<file path="src/rtl/rtob_dispatch_ctrl.sv">
// RTOB dispatch controller: steers timestamped host commands to per-core write
// ports, owns the shared auto_start run control, flush sequencing and sticky errors.
module rtob_dispatch_ctrl #(
  parameter int NUM_CH       = 8,
  parameter int CH_W         = $clog2(NUM_CH),
  parameter int FLUSH_CYCLES = 4
) (
  input  logic                clk,
  input  logic                reset,
  input  logic                s_valid,
  output logic                s_ready,
  input  logic [127:0]        s_data,
  input  logic [CH_W-1:0]     s_ch,
  input  logic [NUM_CH-1:0]   flush_req,
  input  logic                start_req,
  input  logic [63:0]         start_time,
  input  logic                stop_req,
  input  logic [63:0]         counter,
  input  logic [NUM_CH-1:0]   core_full,
  input  logic [NUM_CH-1:0]   core_ts_err,
  input  logic [NUM_CH-1:0]   core_ovf_err,
  output logic [NUM_CH-1:0]   core_write,
  output logic [127:0]        core_din,
  output logic [NUM_CH-1:0]   core_flush,
  output logic                core_auto_start,
  input  logic                err_clear,
  output logic [NUM_CH-1:0]   ts_err_sticky,
  output logic [NUM_CH-1:0]   ovf_err_sticky,
  output logic                bad_ch_sticky,
  output logic [1:0]          state,
  output logic [31:0]         wr_count
);

  typedef enum logic [1:0] {
    IDLE  = 2'd0,
    ARMED = 2'd1,
    RUN   = 2'd2,
    FLUSH = 2'd3
  } state_e;

  localparam int CNT_W = $clog2(FLUSH_CYCLES + 1);

  state_e              state_q, state_d;
  logic [63:0]         start_q, start_d;
  logic [NUM_CH-1:0]   flush_q, flush_d;
  logic [CNT_W-1:0]    fcnt_q, fcnt_d;
  logic                auto_q, auto_d;
  logic [NUM_CH-1:0]   wr_q, wr_d;
  logic [127:0]        din_q, din_d;
  logic [31:0]         cnt_q, cnt_d;
  logic [NUM_CH-1:0]   ts_q, ts_d;
  logic [NUM_CH-1:0]   ovf_q, ovf_d;
  logic                bad_q, bad_d;

  logic [NUM_CH-1:0]   ch_oh;
  logic                ch_ok, ch_full, hs, good_wr, flush_any;

  // Decode by comparison so out-of-range selects simply decode to zero.
  always_comb begin
    ch_oh = '0;
    for (int i = 0; i < NUM_CH; i++) ch_oh[i] = (s_ch == CH_W'(i));
  end

  assign ch_ok     = |ch_oh;
  assign ch_full   = |(ch_oh & core_full);
  assign s_ready   = (state_q != FLUSH) && !ch_full;
  assign hs        = s_valid && s_ready;
  assign good_wr   = hs && ch_ok;
  assign flush_any = |flush_req;

  always_comb begin
    wr_d  = good_wr ? ch_oh : '0;
    din_d = good_wr ? s_data : din_q;
    cnt_d = cnt_q + 32'(good_wr);
    // Set beats clear when both land in the same cycle.
    ts_d  = (err_clear ? '0 : ts_q)  | core_ts_err;
    ovf_d = (err_clear ? '0 : ovf_q) | core_ovf_err;
    bad_d = (err_clear ? 1'b0 : bad_q) | (hs && !ch_ok);
  end

  always_comb begin
    state_d = state_q;
    start_d = start_q;
    flush_d = flush_q;
    fcnt_d  = fcnt_q;
    case (state_q)
      IDLE: begin
        if (flush_any) begin
          state_d = FLUSH;
          flush_d = flush_req;
          fcnt_d  = CNT_W'(FLUSH_CYCLES);
        end else if (start_req) begin
          state_d = ARMED;
          start_d = start_time;
        end
      end
      ARMED: begin
        if (flush_any) begin
          state_d = FLUSH;
          flush_d = flush_req;
          fcnt_d  = CNT_W'(FLUSH_CYCLES);
        end else if (stop_req) begin
          state_d = IDLE;
        end else if (start_req) begin
          start_d = start_time;
        end else if (counter >= start_q) begin
          state_d = RUN;
        end
      end
      RUN: begin
        if (flush_any) begin
          state_d = FLUSH;
          flush_d = flush_req;
          fcnt_d  = CNT_W'(FLUSH_CYCLES);
        end else if (stop_req) begin
          state_d = IDLE;
        end
      end
      FLUSH: begin
        fcnt_d = fcnt_q - CNT_W'(1);
        if (fcnt_q <= CNT_W'(1)) state_d = IDLE;
      end
      default: state_d = IDLE;
    endcase
    auto_d = (state_d == RUN);
  end

  always_ff @(posedge clk) begin
    if (reset) begin
      state_q <= IDLE;
      start_q <= '0;
      flush_q <= '0;
      fcnt_q  <= '0;
      auto_q  <= 1'b0;
      wr_q    <= '0;
      din_q   <= '0;
      cnt_q   <= '0;
      ts_q    <= '0;
      ovf_q   <= '0;
      bad_q   <= 1'b0;
    end else begin
      state_q <= state_d;
      start_q <= start_d;
      flush_q <= flush_d;
      fcnt_q  <= fcnt_d;
      auto_q  <= auto_d;
      wr_q    <= wr_d;
      din_q   <= din_d;
      cnt_q   <= cnt_d;
      ts_q    <= ts_d;
      ovf_q   <= ovf_d;
      bad_q   <= bad_d;
    end
  end

  assign core_flush      = (state_q == FLUSH && fcnt_q != '0) ? flush_q : '0;
  assign core_write      = wr_q;
  assign core_din        = din_q;
  assign core_auto_start = auto_q;
  assign ts_err_sticky   = ts_q;
  assign ovf_err_sticky  = ovf_q;
  assign bad_ch_sticky   = bad_q;
  assign state           = state_q;
  assign wr_count        = cnt_q;

endmodule
</file>
<file path="config.mk">
export PLATFORM = sky130hd
export DESIGN_NAME = rtob_dispatch_ctrl
export DESIGN_NICKNAME = d
export VERILOG_FILES = /design/src/rtl/rtob_dispatch_ctrl.sv
export SDC_FILE = /design/constraint.sdc
export NUM_CORES = 1
export LEC_CHECK = 0
export ABC_AREA = 1
export BUFFER_PORTS_ARGS = -buffer_cell sky130_fd_sc_hd__buf_4
export CAP_MARGIN = 25
export CORE_AREA = 2 2 190 192
export CTS_CLUSTER_DIAMETER = 200
export DETAILED_ROUTE_END_ITERATION = 12
export DIE_AREA = 0 0 192 194
export GPL_TIMING_DRIVEN = 0
export SYNTH_ARGS = -nofsm -noshare
export SYNTH_HDL_FRONTEND = slang
export SYNTH_SLANG_ARGS = --single-unit
</file>
<file path="constraint.sdc">
create_clock -name clk -period 3.1 [get_ports clk]
set_input_delay 0.62 -clock clk [delete_from_list [all_inputs] [get_ports clk]]
set_output_delay 0.62 -clock clk [all_outputs]
set_load 0.005 [all_outputs]
</file>
==> run metrics <==
DPL Wire Length around 34000 um; vias in the first global route 11840; Netlist Area Pre-Place ~12000 um2; Seq/Total Area, Yosys 0.4270; Row Count 69; area added between synthesis and finish 43.73%; Hold Crit Class in -> reg; Synth Area per Inst approximately 8 um2; die width approximately 190 um; Distinct cells, synth 36; initial core utilization 0.3501; crit path time final ~3 ns; clock skew approximately 0.0084 ns; crit path buf inv count 4; Routed Antenna Nets 0; endpoint class of the critical path flop; vias 11780; GR Util met1 0.2341; Via density 4.591; total congestion overflow 0; first-pass GRT wire length approximately 64000 um; fmax about 0.34 GHz; Worst-Skew Late Latency ~0.57 ns; Power Density just over 500 nW/um2; Layout Nets about 2400; die area between 30000 and 40000 um2; hold_buf cts 0; drt first pass iters 5; worst-path maximum fanout 10; met2 track demand over resource 0.4062; Critical Path Start Type input port; H-tree depth 1; worst-path cell chain buf_4 > inv_2 > nand4_1 > nand3_1 > nor4_4 > nand2_1 > inv_2 > nand2_2 > clkinv_4 > ha_1 > ha_1 > nand2_1 > nor2_4 > nand4_1 > nor2_1 > nand3_1 > nor2_4 > nand2_2 > nor2_2 > and3_1 > nor3_1; Slew Limit Fails 0; CP arrival roughly 3.3 ns; placed cell count roughly 2500; ys flop type dfxtp_1; Port Buffers 492; asr flop ratio synth 0; initial antenna violation count 5; Fin. Hold Viols 0; Crit path depth 21; Max Cap Viol 0; maximum vdd ir drop ~0.47 mV; leakage about 0.0078 uW; Placer Congestion 0.9034; WP data required approximately 3.5 ns; delay-heaviest family, CP simple AND/OR/NAND/NOR gates; GR peak layer met2; Layout Cells excl Fill 2565; syn_nets 1911; register bit total from synthesis ~260; CTS Buf Count 31; CTS sink count 263; pin count of the biggest net entering global routing 17; Reg2Reg Depth 19; setup ws final about 0.18 ns; total wire length between 40000 and 50000 um; pre-CTS WS -0.7196 ns; met3 global-route usage 0.08398; Die Height 194 um; worst relative slew slack 0.3320; Worst Hold Path Cells 2; Root Driver clkbuf_16; Final Setup Violations 0; post-route clock period utilization 0.9408; Clock Tree Buf Depth 3; Gate Count Post-Synth approximately 1500; fraction of final layout cells sized beyond drive strength 1 0.3905; DRT iter0 DRCs 350; Avg WL per Cell 16.56 um; Post-synth EDFFs 0; Clock Pin Slew Worst Setup and Hold Paths 0.06 ns; synth warn 0; slowest CP cell nor4_4; I/O pin count ~490; CORE AREA 35220 um2; unrepaired setup endpoints after global routing no; Final Instance Area around 18000 um2; kind of critical path in -> reg; DRC Markers 0; Total GRT Usage 0.2216; placed standard-cell area approximately 17000 um2; Worst Tran Pin Value 1.002 ns; Worst path max stage delay around 0.26 ns; CTS tree built; status completed
[synthesized netlist by cell type (2+ instances only)]
library cell | number | area (um2)
nor2_2 | 2 | 12.51
ha_1 | 69 | 863.3
dfxtp_1 | 263 | 5265
or2_2 | 3 | 18.77
a21o_1 | 2 | 15.01
nand4_1 | 16 | 100.1
clkbuf_1 | 31 | 116.4
nor3_1 | 15 | 75.07
a21oi_1 | 89 | 445.4
nand3_1 | 15 | 75.07
nor3b_1 | 2 | 15.01
inv_2 | 5 | 18.77
nand2_2 | 102 | 638.1
inv_1 | 218 | 818.3
buf_2 | 30 | 150.1
nor4_1 | 15 | 93.84
o21ai_0 | 43 | 215.2
o21a_1 | 5 | 37.54
buf_12 | 11 | 220.2
nor2_1 | 131 | 491.7
a21oi_2 | 100 | 875.8
xor2_1 | 7 | 61.31
nor3_2 | 4 | 40.04
nand2_1 | 292 | 1096
a211oi_1 | 64 | 480.5
[worst register-to-register path: cells and delay by family (launching register included)]
family	cells	cell delay, ns
flip-flops	1	0.35
AND/OR/NAND/NOR	14	1.83
adder cells (fa/ha/maj)	2	0.31
buffers and inverters	3	0.21
[layer usage]
metal  wire length, um  vias up
met1             15830     5321
li1                  -     6029
met2             21360      364
met4              1076        2
met3              4198       61
met5                16        -
[sequential cells by signal, summed over array words and instances, names as in the netlist, 2 cells and up]
register and flops:
core_din 128, state 2, ts_err_sticky 8, core_write 8, start_q 64, wr_count 32, ovf_err_sticky 8, flush_q 8
fcnt_q 3
[final cells by class]
| class | count | area, um2 |
|---|---|---|
| sequential | 263 | 5268 |
| tap | 461 | 576.8 |
| timing repair buffer | 500 | 3754 |
| clock inverter | 10 | 98.84 |
| fill | 3498 | 17500 |
| inverter | 224 | 845.8 |
| clock buffer | 46 | 892.1 |
| buffer | 72 | 493.0 |
| multi-input combinational | 985 | 5786 |
| antenna | 4 | 10.01 |
[placed cells by master (no fill, tap or decap), types with 4 or more instances in the layout]
master,instances
nor2_1,127
a211oi_1,64
inv_2,6
nor3_2,5
nand2_2,105
o21a_1,5
clkbuf_1,40
nand4_1,16
xor2_1,7
inv_1,217
nor4_1,14
buf_12,11
ha_1,69
diode_2,4
clkinv_2,6
nor2_2,4
dfxtp_1,261
clkbuf_8,6
buf_2,29
a21oi_2,100
o21ai_0,42
nor3_1,14
a21oi_1,89
nand2_1,289
clkbuf_16,31
nand3_1,14
buf_4,500
[cells by family (layout without fill, tap and decap cells)]
group	Yosys count	after routing	share of synthesized area
AOI/OAI and AO/OA	309	309	0.1715
DFF	263	263	0.4270
buffers and inverters	297	852	0.1087
other	0	4	0
and+or+nand+nor	600	600	0.2179
adders and majority gates	69	69	0.07002
xor gates and xnor gates	7	7	0.004972
[power breakdown]
| part | total (uW) | internal [uW] | switching, uW |
|---|---|---|---|
| Combinational | 1720 | 849 | 872 |
| Sequential | 3710 | 3590 | 121 |
| Clock | 3540 | 2070 | 1470 |
| Total | 8970 | 6510 | 2460 |
[worst paths after layout]
check	start	to	slack [ns]
setup / recovery	s_ch[2]	wr_count[28]	0.18
hold / removal	err_clear	bad_ch_sticky	0.21
setup reg to reg	state[1]	wr_count[28]	0.22
hold reg to reg	bad_ch_sticky	bad_ch_sticky	0.44
[metrics by stage]
| stage | TNS (ns) | util | total power [uW] | hold WS, ns |
|---|---|---|---|---|
| 3_3_place_gp | -6.340 | 0.4717 | 5487 | 0.4324 |
| 6_report | 0 | 0.5032 | 8974 | 0.2096 |
| 5_1_grt | 0 | 0.5032 | 9405 | 0.1941 |
| 3_5_place_dp | -7.324 | 0.4717 | 5510 | 0.4363 |
| 2_1_floorplan | -0.005141 | - | 4630 | 0.4300 |
| 4_1_cts | 0 | 0.5007 | 9088 | 0.1805 |
[what timing repair did]
| action | 4_1_cts | 5_1_grt |
|---|---|---|
| gates resized for setup | 5 | 12 |
| pin swaps | 1 | 9 |
| setup endpoints to repair | 11 | 11 |
| setup buffers | 3 | 5 |
No activity file was read; power rests on OpenSTA's default activity.
